File: src/rtl/ray_pkg.sv
// Shared ray-casting types.
// Holds the distance/wall-id widths, the no-hit sentinel and the matching
// typedefs. Intersection consumers and the column renderer import this too.
package ray_pkg;

    localparam int DIST_W = 19;
    localparam int ID_W   = 6;

    typedef logic [DIST_W-1:0] dist_t;
    typedef logic [ID_W-1:0]   wall_id_t;

    // All-ones distance means "no hit / behind origin"; it compares as
    // infinity under a plain unsigned compare.
    localparam dist_t NO_HIT = '1;

endpackage

File: src/rtl/nearest_wall_select.sv
// nearest_wall_select
// Reduces a framed stream of per-wall candidate distances to the nearest hit
// for each ray and hands one result per ray to the column renderer.
//
// Ports:
//   clk, rst_n                  clock, async active-low reset
//   in_valid/in_ready           candidate handshake (in_ready = not holding a result)
//   in_dist, in_wall_id         candidate distance (all-ones = no hit) and wall index
//   in_first, in_last           ray framing flags
//   out_valid/out_ready         result handshake
//   out_dist, out_wall_id       nearest distance and its wall (wall 0 if no hit)
//   out_hit                     result is a real hit
//   out_count                   candidates accepted for the ray, saturating
module nearest_wall_select
    import ray_pkg::*;
#(
    parameter int DIST_W = ray_pkg::DIST_W,
    parameter int ID_W   = ray_pkg::ID_W,
    parameter int CNT_W  = 8
) (
    input  logic              clk,
    input  logic              rst_n,
    input  logic              in_valid,
    output logic              in_ready,
    input  logic [DIST_W-1:0] in_dist,
    input  logic [ID_W-1:0]   in_wall_id,
    input  logic              in_first,
    input  logic              in_last,
    output logic              out_valid,
    input  logic              out_ready,
    output logic [DIST_W-1:0] out_dist,
    output logic [ID_W-1:0]   out_wall_id,
    output logic              out_hit,
    output logic [CNT_W-1:0]  out_count
);

    typedef enum logic [1:0] {
        ST_IDLE = 2'd0,
        ST_ACC  = 2'd1,
        ST_OUT  = 2'd2
    } state_e;

    localparam logic [DIST_W-1:0] DIST_INF = '1;
    localparam logic [CNT_W-1:0]  CNT_MAX  = '1;

    state_e            state_q, state_d;
    logic [DIST_W-1:0] best_dist_q, best_dist_d;
    logic [ID_W-1:0]   best_id_q, best_id_d;
    logic [CNT_W-1:0]  cnt_q, cnt_d;
    logic              out_valid_q, out_valid_d;
    logic [DIST_W-1:0] out_dist_q, out_dist_d;
    logic [ID_W-1:0]   out_id_q, out_id_d;
    logic [CNT_W-1:0]  out_cnt_q, out_cnt_d;

    logic              accept;
    logic              open_ray;
    logic [DIST_W-1:0] nb_dist;
    logic [ID_W-1:0]   nb_id;
    logic [CNT_W-1:0]  nb_cnt;

    // in_ready depends only on registered state, so downstream out_ready
    // never reaches the upstream handshake combinationally.
    assign in_ready = (state_q != ST_OUT);
    assign accept   = in_valid && in_ready;
    // A beat arriving with no ray open starts one even without in_first.
    assign open_ray = in_first || (state_q == ST_IDLE);

    // Running minimum as it stands after the current beat.
    always_comb begin
        nb_dist = best_dist_q;
        nb_id   = best_id_q;
        nb_cnt  = cnt_q;
        if (open_ray) begin
            nb_dist = in_dist;
            nb_id   = in_wall_id;
            nb_cnt  = CNT_W'(1);
        end else begin
            nb_cnt = (cnt_q == CNT_MAX) ? cnt_q : cnt_q + CNT_W'(1);
            // Strict compare: ties keep the earlier wall, and the sentinel
            // can never displace a real hit.
            if (in_dist < best_dist_q) begin
                nb_dist = in_dist;
                nb_id   = in_wall_id;
            end
        end
    end

    always_comb begin
        state_d     = state_q;
        best_dist_d = best_dist_q;
        best_id_d   = best_id_q;
        cnt_d       = cnt_q;
        out_valid_d = out_valid_q;
        out_dist_d  = out_dist_q;
        out_id_d    = out_id_q;
        out_cnt_d   = out_cnt_q;

        if (accept) begin
            best_dist_d = nb_dist;
            best_id_d   = nb_id;
            cnt_d       = nb_cnt;
            if (in_last) begin
                state_d     = ST_OUT;
                out_valid_d = 1'b1;
                out_dist_d  = nb_dist;
                out_id_d    = (nb_dist == DIST_INF) ? '0 : nb_id;
                out_cnt_d   = nb_cnt;
            end else begin
                state_d = ST_ACC;
            end
        end else if (state_q == ST_OUT && out_ready) begin
            state_d     = ST_IDLE;
            out_valid_d = 1'b0;
        end
    end

    always_ff @(posedge clk or negedge rst_n) begin
        if (!rst_n) begin
            state_q     <= ST_IDLE;
            best_dist_q <= DIST_INF;
            best_id_q   <= '0;
            cnt_q       <= '0;
            out_valid_q <= 1'b0;
            out_dist_q  <= DIST_INF;
            out_id_q    <= '0;
            out_cnt_q   <= '0;
        end else begin
            state_q     <= state_d;
            best_dist_q <= best_dist_d;
            best_id_q   <= best_id_d;
            cnt_q       <= cnt_d;
            out_valid_q <= out_valid_d;
            out_dist_q  <= out_dist_d;
            out_id_q    <= out_id_d;
            out_cnt_q   <= out_cnt_d;
        end
    end

    assign out_valid   = out_valid_q;
    assign out_dist    = out_dist_q;
    assign out_wall_id = out_id_q;
    assign out_hit     = (out_dist_q != DIST_INF);
    assign out_count   = out_cnt_q;

endmodule

File: config.mk
export PLATFORM = sky130hd
export DESIGN_NAME = nearest_wall_select
export DESIGN_NICKNAME = d
export VERILOG_FILES = /design/src/rtl/ray_pkg.sv /design/src/rtl/nearest_wall_select.sv
export SDC_FILE = /design/constraint.sdc
export NUM_CORES = 1
export LEC_CHECK = 0
export BUFFER_PORTS_ARGS = -buffer_cell sky130_fd_sc_hd__clkbuf_2
export CORE_UTILIZATION = 25
export DETAILED_ROUTE_END_ITERATION = 8
export GPL_ROUTABILITY_DRIVEN = 0
export GPL_TIMING_DRIVEN = 0
export PLACE_DENSITY_LB_ADDON = 0.2
export SLEW_MARGIN = 20
export SYNTH_ARGS = -nofsm -noshare
export SYNTH_HDL_FRONTEND = slang
export SYNTH_SLANG_ARGS = --single-unit
File: constraint.sdc
create_clock -name clk -period 2.7 [get_ports clk]
set_input_delay 0.135 -clock clk [delete_from_list [all_inputs] [get_ports clk]]
set_output_delay 0.135 -clock clk [all_outputs]
set_load 0.01 [all_outputs]
==> impl_metrics.prom <==
# TYPE chip_impl_metric gauge
chip_impl_info{name="status",value="complete, no violations"} 1
chip_impl_metric{name="hold_path_depth",unit=""} 2
chip_impl_metric{name="power.density",unit="nW/um^2"} 917.7
chip_impl_info{name="mostFrequentLayoutCells",value="65 x clkbuf_2, 38 x dfstp_2, 35 x a21oi_1, 31 x o21ai_0, 31 x dfrtp_1"} 1
chip_impl_metric{name="starting_density",unit="%"} 25.48
chip_impl_metric{name="vdd_ir_drop_max",unit="uV"} 290.5
chip_impl_info{name="cp_delay_by_family_top",value="simple AND/OR/NAND/NOR gates"} 1
chip_impl_metric{name="grt_antenna_before_repair",unit=""} 0
chip_impl_metric{name="worst_slew_margin_rel",unit="%"} 48.20
chip_impl_metric{name="path_buf_inv",unit=""} 1
chip_impl_metric{name="initialDrtViolationCount",unit=""} 199
chip_impl_metric{name="num_vias",unit=""} 3208
chip_impl_metric{name="floorplan.die.height",unit="um"} 126.2
chip_impl_info{name="crit_chain",value="inv_1 -> ha_1 -> nand4_1 -> o31ai_2 -> o21ai_1 -> nor3_1 -> a221o_1"} 1
chip_impl_metric{name="asyncSetResetFlopFracSynth",unit="%"} 100.0
chip_impl_metric{name="synth_nets",unit=""} 424
chip_impl_info{name="slowest_stage",value="nor3_1"} 1
chip_impl_metric{name="dp.final_hpwl",unit="mm"} 8.237
chip_impl_metric{name="post_drt_via_cell_ratio",unit=""} 4.966
chip_impl_metric{name="worstMarginPinSlew",unit="ns"} 0.7711
chip_impl_metric{name="grt_remaining_overflow",unit=""} 0
chip_impl_metric{name="route.detailed.drc",unit=""} 0
chip_impl_metric{name="ys_ff_latch",unit=""} 69
chip_impl_info{name="worstSetupStartpointType",value="register"} 1
chip_impl_metric{name="diode_insertion_count_for_antenna_repair",unit=""} 0
chip_impl_metric{name="buffer_ports.inserted",unit=""} 66
chip_impl_info{name="crit_end_element",value="register"} 1
chip_impl_metric{name="cap_viol_max_count",unit=""} 0
chip_impl_metric{name="proportion_of_power_drawn_by_combinational_gates",unit="%"} 31.7
chip_impl_metric{name="path_max_fanout",unit=""} 6
chip_impl_metric{name="placement.cell_area",unit="sq um"} 4447
chip_impl_metric{name="synth.cell_area",unit="sq um"} 3859
chip_impl_metric{name="post-place-cells",unit=""} 629
chip_impl_metric{name="netlist-cell-type-count",unit=""} 52
chip_impl_metric{name="clk_pin_slew",unit="ns"} 0.06
chip_impl_metric{name="nets_finish",unit=""} 503
chip_impl_metric{name="timing.final.crit_period",unit="ns"} 2.588
chip_impl_info{name="hold_path_class",value="in2reg"} 1
chip_impl_metric{name="clk_latency",unit="ns"} 0.34
chip_impl_metric{name="synthesis.yosys.warnings",unit=""} 0
chip_impl_metric{name="cellInternalPower",unit="W"} 0.002892
chip_impl_metric{name="detail-route-antenna-nets",unit=""} 0
chip_impl_info{name="cts_root_buf",value="clkbuf_16"} 1
chip_impl_metric{name="grt_util_met2",unit="%"} 23.85
chip_impl_metric{name="finish.cell_count_without_fillers",unit=""} 646
chip_impl_info{name="beginning_of_the_worst_hold_path",value="in_wall_id[0]"} 1
chip_impl_metric{name="worstRegToRegCells",unit=""} 7
chip_impl_metric{name="postLayoutCellArea",unit="sq um"} 4768
chip_impl_metric{name="synth-seq-area-share",unit="%"} 45.98
chip_impl_metric{name="detail_route.wl_per_cell",unit="um"} 17.22
chip_impl_metric{name="syn_inst",unit=""} 374
chip_impl_metric{name="area_growth",unit="%"} 23.57
chip_impl_metric{name="max-clock-path-buffers",unit=""} 2
chip_impl_metric{name="cts-buffers-inserted",unit=""} 9
chip_impl_metric{name="reg2reg_setup_slack",unit="ns"} 0.11
chip_impl_metric{name="std_cell_rows",unit=""} 45
chip_impl_metric{name="timing.final.hold_violations",unit=""} 0
chip_impl_metric{name="grtUsageMet1",unit="%"} 20.43
chip_impl_metric{name="clock_power_share",unit="%"} 26.8
chip_impl_metric{name="number_of_enable_type_register_cells_in_the_synthesized_netlist",unit=""} 0
chip_impl_info{name="clock_tree_from_tritoncts",value="built"} 1
chip_impl_metric{name="floorplan.io_pins",unit=""} 67
chip_impl_metric{name="largest_net_degree_at_the_start_of_global_routing",unit=""} 40
chip_impl_info{name="startpoint_of_the_worst_register_to_register_path",value="best_dist_q[10]$_DFFE_PN1P_"} 1
chip_impl_metric{name="seqPwrFrac",unit="%"} 41.4
chip_impl_metric{name="clock_sink_count",unit=""} 69
chip_impl_info{name="synth_ff_type",value="dfstp_2"} 1
chip_impl_metric{name="die_area",unit="sq um"} 15940
chip_impl_metric{name="drive_gt1_share",unit="%"} 36.03
chip_impl_info{name="timing.hold.worst_endpoint",value="best_id_q[0]$_DFFE_PN0P_"} 1
chip_impl_metric{name="htreeDepth",unit=""} 3
chip_impl_metric{name="width_of_the_chip",unit="um"} 126.2
chip_impl_metric{name="grt_first_pass_wirelength",unit="mm"} 18.42
chip_impl_info{name="grt_most_used_layer",value="met2"} 1
chip_impl_metric{name="setup_viol_count_final",unit=""} 0
chip_impl_metric{name="track_usage",unit="%"} 15.07
chip_impl_metric{name="fp.coreArea",unit="sq um"} 15150
chip_impl_metric{name="sw_frac_of_total",unit="%"} 33.90
chip_impl_metric{name="fmax",unit="GHz"} 0.3863
chip_impl_metric{name="post_synth.cell_area_avg",unit="sq um"} 10.32
chip_impl_info{name="timing_worst_setup_path_type",value="reg2reg"} 1
chip_impl_metric{name="clock-skew-final",unit="ns"} 0.007352
chip_impl_metric{name="grt_pass1_vias",unit=""} 3245
chip_impl_metric{name="final.period_utilization",unit="%"} 95.87
chip_impl_metric{name="global_route_met3_usage",unit="%"} 2.889
chip_impl_metric{name="drt-pass1-iter-count",unit=""} 4
chip_impl_metric{name="power",unit="W"} 0.004376
chip_impl_metric{name="cts_post_setup_buffers_inserted",unit=""} 0
chip_impl_metric{name="cp_data_arrival_time",unit="ns"} 2.85
chip_impl_metric{name="final_core_utilization",unit="%"} 31.48
chip_impl_info{name="most_common_cell_after_layout_fill_and_taps_aside",value="clkbuf_2"} 1
chip_impl_metric{name="timing.critical_path.slowest_cell_delay",unit="ns"} 0.67
chip_impl_metric{name="p_leak",unit="nW"} 2.098
chip_impl_metric{name="timing_max_transition_violations_final",unit=""} 0
chip_impl_info{name="grt_setup_unrepaired",value="yes"} 1
chip_impl_metric{name="critical_path_required",unit="ns"} 2.97
chip_impl_metric{name="switching_power",unit="W"} 0.001484
chip_impl_info{name="worstReg2RegEnd",value="out_wall_id[5]$_DFFE_PN0P_"} 1
chip_impl_metric{name="wl",unit="mm"} 11.13
[power by group through the flow]
stage | Clock (W) | Combinational, W | Sequential [W]
after floorplan | 0 | 0.000901 | 0.00180
after global placement | 0 | 0.00136 | 0.00182
after detailed placement | 0 | 0.00139 | 0.00183
after CTS | 0.00119 | 0.00140 | 0.00182
after global routing | 0.00125 | 0.00157 | 0.00187
final | 0.00117 | 0.00139 | 0.00181
[per-stage QoR]
stage	hold slack, ns	setup slack (ns)	TNS (ns)
after CTS	0.02976	0.01190	0
after global routing	0.04273	-0.005046	-0.007210
after floorplan	-0.1606	0.3848	0
after detailed placement	0.1494	-0.08415	-0.6063
after global placement	0.3264	-0.06264	-0.4018
final	0.03815	0.1116	0
[kinds of logic (layout without fill, tap and decap cells)]
| kind of cell | after synthesis | count (layout) | synth area share (%) |
|---|---|---|---|
| xor gates and xnor gates | 3 | 3 | 0.6811 |
| AOI/OAI and AO/OA | 118 | 118 | 18.87 |
| and+or+nand+nor | 94 | 94 | 12.74 |
| buffers and inverters | 42 | 126 | 5.220 |
| DFF | 69 | 69 | 45.98 |
| muxes | 29 | 29 | 10.34 |
| adders and majority gates | 19 | 19 | 6.161 |
[cells in the mapped netlist, types with 4 or more instances]
cell type  number  share of area (%)
a221o_1         6                1.6
dfrtp_1        31                 20
a21oi_1        35                4.5
clkbuf_1        8               0.78
buf_2           8                1.0
inv_1          18                1.8
nand2_1        23                2.2
a31oi_1        21                3.4
o31ai_1         4               0.78
a22o_1          7                1.6
mux2_4         20                7.8
o21ai_0        31                4.0
nand4_1        18                2.9
dfstp_2        38                 26
nand3_1         5               0.65
mux2_1          5                1.5
nor2_1         29                2.8
ha_1           19                6.2
[sequential cells by signal, summed over array words and instances (netlist names)]
signal	count
out_count	8
cnt_q	8
best_id_q	6
best_dist_q	19
out_valid	1
state_q	2
out_dist	19
out_wall_id	6
[area by class of cell]
| class | instances | area, sq um |
|---|---|---|
| well taps | 188 | 235.2 |
| fillers | 1586 | 10380 |
| plain buffers | 21 | 125.1 |
| repair buffers | 69 | 372.9 |
| multi-input cells | 263 | 1888 |
| inverters | 20 | 75.07 |
| clock inverters | 3 | 17.52 |
| clock buffers | 13 | 280.3 |
| flip-flops and latches | 69 | 1774 |
[how the worst max path moves through the flow]
| stage | from | to | slack (ns) | cells past startpoint |
|---|---|---|---|---|
| after floorplan | best_dist_q[2]$_DFFE_PN1P_ | best_id_q[2]$_DFFE_PN0P_ | 0.38 | 10 |
| after global placement | best_dist_q[2]$_DFFE_PN1P_ | out_dist[6]$_DFFE_PN1P_ | -0.06 | 10 |
| after detailed placement | best_dist_q[2]$_DFFE_PN1P_ | out_dist[6]$_DFFE_PN1P_ | -0.08 | 10 |
| after CTS | best_dist_q[10]$_DFFE_PN1P_ | out_wall_id[5]$_DFFE_PN0P_ | 0.01 | 7 |
| after global routing | best_dist_q[2]$_DFFE_PN1P_ | out_wall_id[5]$_DFFE_PN0P_ | -0.005 | 8 |
| final | best_dist_q[10]$_DFFE_PN1P_ | out_wall_id[5]$_DFFE_PN0P_ | 0.11 | 7 |
[what timing repair did]
item / 4_1_cts / 5_1_grt
setup endpoints to repair: 10 / 15
hold buffers: 2 / 0
gates resized for setup: 1 / 3
pin swaps: 0 / 0
hold endpoints to repair: 21 / 0
[routing by layer]
| layer | wire length, um | vias to the layer above |
|---|---|---|
| li1 | - | 1540 |
| met1 | 5170 | 1585 |
| met2 | 5317 | 73 |
| met3 | 467 | 10 |
| met4 | 169 | 0 |
| met5 | 0 | - |
Power figures use the tool's default switching activity.
